`src/rtl/hazard_ctrl_unit.sv`:
```
// Pipeline hazard controller: load-use interlock, branch flush, MEM-wait freeze
// with timeout to a sticky halt, plus saturating stall/flush performance counters.
module hazard_ctrl_unit #(
   parameter int unsigned TIMEOUT_CYCLES = 255,
   parameter int unsigned CNT_W          = 16
) (
   input  logic             clk,
   input  logic             rst,
   input  logic [4:0]       id_rs1_addr,
   input  logic [4:0]       id_rs2_addr,
   input  logic             id_uses_rs1,
   input  logic             id_uses_rs2,
   input  logic             ex_mem_read,
   input  logic [4:0]       ex_rd_addr,
   input  logic             ex_branch_taken,
   input  logic             mem_access,
   input  logic             mem_ready,
   input  logic             stat_clear,
   output logic             pc_write,
   output logic             if_id_write,
   output logic             if_id_flush,
   output logic             pipeline_stall,
   output logic             id_ex_bubble,
   output logic             ex_mem_stall,
   output logic             halted,
   output logic [CNT_W-1:0] stall_cycles,
   output logic [CNT_W-1:0] flush_count
);

   localparam int unsigned WAIT_W = (TIMEOUT_CYCLES < 1) ? 1 : $clog2(TIMEOUT_CYCLES + 1);

   typedef enum logic [1:0] {RUN, MEM_WAIT, HALT} state_t;

   state_t              state;
   logic [WAIT_W-1:0]   wait_cnt;
   logic                mem_pending;
   logic                freeze;
   logic                load_use;
   logic                stall_inc;

   assign mem_pending = mem_access & ~mem_ready;
   assign freeze      = mem_pending | (state == HALT);

   assign load_use = ex_mem_read & (ex_rd_addr != 5'd0) &
                     ((id_uses_rs1 & (id_rs1_addr == ex_rd_addr)) |
                      (id_uses_rs2 & (id_rs2_addr == ex_rd_addr)));

   // Freeze holds EX, so a pending branch is simply re-seen once freeze drops.
   always_comb begin
      pc_write       = 1'b1;
      if_id_write    = 1'b1;
      if_id_flush    = 1'b0;
      pipeline_stall = 1'b0;
      id_ex_bubble   = 1'b0;
      ex_mem_stall   = 1'b0;
      if (freeze) begin
         pc_write       = 1'b0;
         if_id_write    = 1'b0;
         pipeline_stall = 1'b1;
         ex_mem_stall   = 1'b1;
      end else if (ex_branch_taken) begin
         if_id_flush    = 1'b1;
         id_ex_bubble   = 1'b1;
      end else if (load_use) begin
         pc_write       = 1'b0;
         if_id_write    = 1'b0;
         id_ex_bubble   = 1'b1;
      end
   end

   assign stall_inc = ~pc_write & (state != HALT);

   always_ff @(posedge clk or posedge rst) begin
      if (rst) begin
         state    <= RUN;
         wait_cnt <= '0;
         halted   <= 1'b0;
      end else begin
         case (state)
            RUN: begin
               if (mem_pending) begin
                  state    <= MEM_WAIT;
                  wait_cnt <= WAIT_W'(1);
               end
            end
            MEM_WAIT: begin
               if (!mem_pending) begin
                  state    <= RUN;
                  wait_cnt <= '0;
               end else if (wait_cnt == WAIT_W'(TIMEOUT_CYCLES)) begin
                  state  <= HALT;
                  halted <= 1'b1;
               end else begin
                  wait_cnt <= wait_cnt + WAIT_W'(1);
               end
            end
            HALT: begin
               state  <= HALT;
               halted <= 1'b1;
            end
            default: begin
               state    <= RUN;
               wait_cnt <= '0;
            end
         endcase
      end
   end

   always_ff @(posedge clk or posedge rst) begin
      if (rst) begin
         stall_cycles <= '0;
         flush_count  <= '0;
      end else if (stat_clear) begin
         stall_cycles <= '0;
         flush_count  <= '0;
      end else begin
         if (stall_inc && (stall_cycles != '1))
            stall_cycles <= stall_cycles + CNT_W'(1);
         if (if_id_flush && (flush_count != '1))
            flush_count <= flush_count + CNT_W'(1);
      end
   end

endmodule

```
`config.mk`:
```
export PLATFORM = sky130hd
export DESIGN_NAME = hazard_ctrl_unit
export DESIGN_NICKNAME = d
export VERILOG_FILES = /design/src/rtl/hazard_ctrl_unit.sv
export SDC_FILE = /design/constraint.sdc
export NUM_CORES = 1
export LEC_CHECK = 0
export CORE_ASPECT_RATIO = 1.2
export CORE_MARGIN = 1
export CORE_UTILIZATION = 53
export DETAILED_ROUTE_END_ITERATION = 6
export PLACE_DENSITY_LB_ADDON = 0.08
export SYNTH_ARGS = -nofsm -noshare
export SYNTH_HDL_FRONTEND = slang
export SYNTH_SLANG_ARGS = --single-unit
```
`constraint.sdc`:
```
create_clock -name clk -period 4.28 [get_ports clk]
set_clock_uncertainty 0.2 [all_clocks]
set_input_delay 0.642 -clock clk [delete_from_list [all_inputs] [get_ports clk]]
set_output_delay 0.642 -clock clk [all_outputs]
set_load 0.1 [all_outputs]
```
==> Word-level counts from Yosys, hierarchy flattened <==
Index checks and enable logic that the tools add are counted.
{ "word_totals": {"mem_bits_rw": 0, "rom_bits": 0, "latch_bits": 0, "word_cells": 66, "ff_bits": 43, "mem_count": 0, "out_inout_bits": 39, "inputBits": 24} }
{ "op_classes": {"eq_ne": 13, "n_bitwise": 11, "magnitude_cmp": 0, "add_sub_neg": 3, "mux": 24, "n_div": 0, "n_reduce_logical": 10, "n_shift": 0, "mul": 0} }
{ "op_table": {"columns": ["cell", "count"], "rows": [
  ["$mux 16", 4],
  ["$add 16x1->16 const B", 2],
  ["$ne 16x16->1 const B", 2],
  ["$mux 8", 3],
  ["$pmux 8 s3", 1],
  ["$mux 1", 11],
  ["$eq 5x5->1", 2],
  ["$add 8x1->8 const B", 1],
  ["$eq 8x8->1 const B", 1],
  ["$ne 2x2->1 const B", 4],
  ["$and 1x1->1", 6],
  ["$mux 2", 3],
  ["$ne 3x3->1 const B", 2],
  ["$pmux 2 s3", 1],
  ["$reduce_and 3->1", 2],
  ["$reduce_bool 2->1", 3],
  ["$reduce_bool 5->1", 1],
  ["$not 1->1", 3],
  ["$eq 2x1->1 const B", 1],
  ["$eq 2x2->1 const B", 1],
  ["$logic_and 1x1->1", 2],
  ["$logic_not 2->1", 1],
  ["$or 1x1->1", 2],
  ["$pmux 1 s2", 1],
  ["$reduce_and 2->1", 1]
]} }

==> Logic depth before layout (Yosys ltp) <==
{ "logic_depth": {"depth_word": 12, "mapped_depth": 10} }

==> Worst setup path before layout <==
OpenSTA, ideal clock, no wires.
{ "synth_timing": {"kind": "input to output", "startpoint": "input port mem_access", "endpoint": "output port pc_write", "required_ns": 3.438, "path_buffers": 1, "setup_slack_ns": 0.168, "cell_stages": 5, "arrival_time_ns": 3.270, "path_cell_list": "nor2b_1 -> nor2_1 -> inv_1 -> nor2_1 -> buf_4"} }
{ "synth_via": {"elab_chain_len": 3} }
{ "synth_rtl": {"columns": ["item", "line", "rtl"], "rows": [
  ["from (decl)", "16", "input logic mem_access,"],
  ["$and 1x1->1", "41", "assign mem_pending = mem_access & ~mem_ready;"],
  ["$or 1x1->1", "42", "assign freeze = mem_pending | (state == HALT);"],
  ["$mux 1", null, null],
  ["to (decl)", "19", "output logic pc_write,"]
]} }
Every way passes these cells.

==> Worst setup path in the final report <==
{ "layout_timing": {"startpoint": "input port ex_rd_addr[1]", "endpoint": "output port if_id_write"} }
{ "layout_via": {"elab_chain_len": 7} }
{ "layout_rtl": {"columns": ["item", "line", "rtl"], "rows": [
  ["from (decl)", "14", "input logic [4:0] ex_rd_addr,"],
  ["$eq 5x5->1 (on tied branches)", "45, 46", null],
  ["$and 1x1->1 (on tied branches)", "45, 46", null],
  ["$or 1x1->1", "45", "((id_uses_rs1 & (id_rs1_addr == ex_rd_addr)) |"],
  ["$and 1x1->1 *", "44", "assign load_use = ex_mem_read & (ex_rd_addr != 5'd0) &"],
  ["$mux 1 *", "64", "end else if (load_use) begin"],
  ["$mux 1 *", "61", "end else if (ex_branch_taken) begin"],
  ["$mux 1 *", "56", "if (freeze) begin"],
  ["to (decl)", "20", "output logic if_id_write,"]
]} }
Mark *: on every way between the ends. The rest lies on a longest branch, timed or not.

==> qor.txt <==
status: finished, final reports clean
Logic pwr share: 15.7%
nets: 351
crit-path cells: clkdlybuf4s50_1, or4_4, o211ai_1, nor2_1, nor2_1, buf_4
Setup CP Type: in2out
Worst-Skew Late Latency: 0.31 ns
WP data arrival: 2.43 ns
die height: 76.46 µm
drc violations: 0
most common cell after layout, fill and taps aside: clkdlybuf4s50_1
Setup violations, final: 0
first drt pass iteration count: 4
Worst-Margin Slew: 1.233 ns
Reg2Reg Depth: 8
Min-Delay Path Class: reg2reg
Primary FF master, synth: dfrtp_1
chip width: 64.05 µm
final hold vios: 0
Slew headroom: 17.57%
largest net degree at the start of global routing: 44
vias in the first global route: 2096
GR Util met3: 4.940%
CP max FO: 3
global placer's final weighted congestion: 0.8457
Slew Limit Fails: 0
maximum clock rate: 305.7 MHz
GR Layer Usage met1: 27.90%
clock group share of total power: 37.1%
I/O pin total: 63
sequential area share after synthesis: 43.94%
Worst EP required: 3.44 ns
Rows: 26
pwr dens: 278.6 nW/µm²
Yosys warnings: 0
Hold Path Cell Cnt: 1
r2r setup slk: 1.75 ns
Mapped Nets: 291
DR WL/cell: 14.14 µm
slowest stage cell, crit path: or4_4
TritonCTS Buffers: 5
DR iter-0 viols: 119
total clock sinks: 43
DP Worst Slack: 1.018 ns
Final TNS setup: 0 ns
commonest cells after routing, fill and taps aside: 56 x clkdlybuf4s50_1, 43 x dfrtp_1, 27 x nor2_1, 18 x nand3_1, 16 x nand2_1
final WL: 5389 µm
GRT Overall Usage: 23.80%
first-pass GRT wire length: 9225 µm
Internal: 634.3 µW
nature of the critical path startpoint: primary input
CP peak stage delay: 0.57 ns
share of layout cells above drive strength 1: 8.308%
ant diodes: 0
CTS tree: done
switching power: 249.7 µW
most frequent cell on the critical path: nor2_1
Critical Path End Type: output port
Fillers: 360
Core ar.: 4359 µm²
Post-CTS Setup Inserts: 0
Port-buffer cells: 62
Overflow after GRT: 0
Synth Register Bits: 43
max_cap viols: 0
area delta synth->final: 29.59%
initial antenna violation count: 0
DRT antenna net count: 0
asr flop ratio synth: 100.0%
Leak Pwr: 0.001279 µW
Root Driver: clkbuf_8
die area: 4897 µm²
part of the power in registers: 47.2%
post-synth cell types: 40
Vias: 2184
sw frac: 28.25%
GR Util met2: 41.06%
final period utilization: 76.44%
clk slew on worst S/H paths: 0.08 ns
Initial Util: 56.17%
CP Launch Point: ex_rd_addr[1]
Worst R2R Start: stall_cycles[0]
post-cts hold buffer count: 0
via density per instance: 5.732
crit path time final: 3.272 ns
H-Tree Depth: 2
gr busiest metal: met2
HPWL after DPL: 3864 µm
clock buffer depth: 2
placed cells: 373
critical hold path startpoint: halted
Peak VDD IR: 0.2313 mV
Post-synth EDFFs: 0
RSZ-0062 raised after global routing: false
Syn Std Cell Area: 2449 µm²
post-synthesis area per instance: 9.275 µm²
Hold Worst Slack: 0.2777 ns
Final Worst Setup Slack: 1.008 ns
CTS resizes: 0
cells after synthesis: 264
Final Non-Filler Cells: 381
[stage by stage]
| stage | util, % | power (µW) | area [µm²] |
|---|---|---|---|
| after global placement | 70.12 | 562.8 | 3057 |
| final | 72.79 | 884.0 | 3173 |
| after global routing | 72.79 | 915.2 | 3173 |
| after floorplan | - | 522.4 | 2449 |
| after detailed placement | 70.12 | 564.8 | 3057 |
| after CTS | 72.79 | 893.0 | 3173 |
[kinds of logic (layout without fill, tap and decap cells)]
family	Yosys count	count (layout)	synth area share, %
xor gates and xnor gates	26	26	9.300
and+or+nand+nor	113	113	24.94
muxes	2	2	0.8176
buffers and inverters	20	81	4.752
adders and majority gates	3	3	1.533
AOI/OAI and AO/OA	57	57	14.72
DFF	43	43	43.94
[synthesized netlist by cell type (3+ instances only)]
cell / instances / area share, %
or3_1: 15 / 3.8
nor2_1: 27 / 4.1
nand3_1: 18 / 3.7
a21oi_1: 15 / 3.1
nand2_1: 16 / 2.5
inv_1: 9 / 1.4
dfrtp_1: 43 / 44
and3_1: 7 / 1.8
o21ai_0: 11 / 2.2
o21ai_1: 14 / 2.9
ha_1: 3 / 1.5
nand4_1: 12 / 3.1
xor2_1: 13 / 4.7
xnor2_1: 13 / 4.7
and4_1: 5 / 1.8
nor2b_1: 3 / 0.77
o31ai_1: 3 / 0.92
a21oi_2: 4 / 1.4
clkbuf_1: 4 / 0.61
[area by class of cell]
class                   count  area (µm²)  area share (%)
repair buffers             64       620.6           19.56
flip-flops and latches     43        1076           33.91
inverters                   9       33.78           1.065
well taps                  56       70.07           2.208
multi-input cells         201        1256           39.59
clock buffers               5       68.82           2.169
clock inverters             3       47.55           1.498
[worst max-delay path, delay by kind of cell]
kind | cells | cell delay (ns)
buffers and inverters | 2 | 0.79
and+or+nand+nor | 3 | 0.77
AOI/OAI and AO/OA | 1 | 0.22
[path summary, 6_finish.rpt]
path | endpoint
hold reg to reg | halted
min in group asynchronous | flush_count[11]
hold / removal | halted
max in group asynchronous | wait_cnt[4]
setup / recovery | if_id_write
setup reg to reg | stall_cycles[7]
[flip-flops by register name, indices dropped and copies added, names as in the netlist]
signal and flops:
state 2, wait_cnt 8, halted 1, stall_cycles 16, flush_count 16
[metal layers]
| layer | vias to the layer above | wire length [µm] |
|---|---|---|
| li1 | 1073 | - |
| met1 | 1060 | 2338 |
| met2 | 41 | 2790 |
| met3 | 10 | 148 |
| met4 | 0 | 112 |
| met5 | - | 0 |
[power by group through the flow]
| stage | clock network [µW] | logic (µW) | registers (µW) |
|---|---|---|---|
| after floorplan | 0 | 75.4 | 447 |
| after global placement | 0 | 137 | 425 |
| after detailed placement | 0 | 139 | 426 |
| after CTS | 336 | 140 | 417 |
| after global routing | 350 | 147 | 418 |
| final | 328 | 138 | 417 |
(Power assumes the default switching activity.)
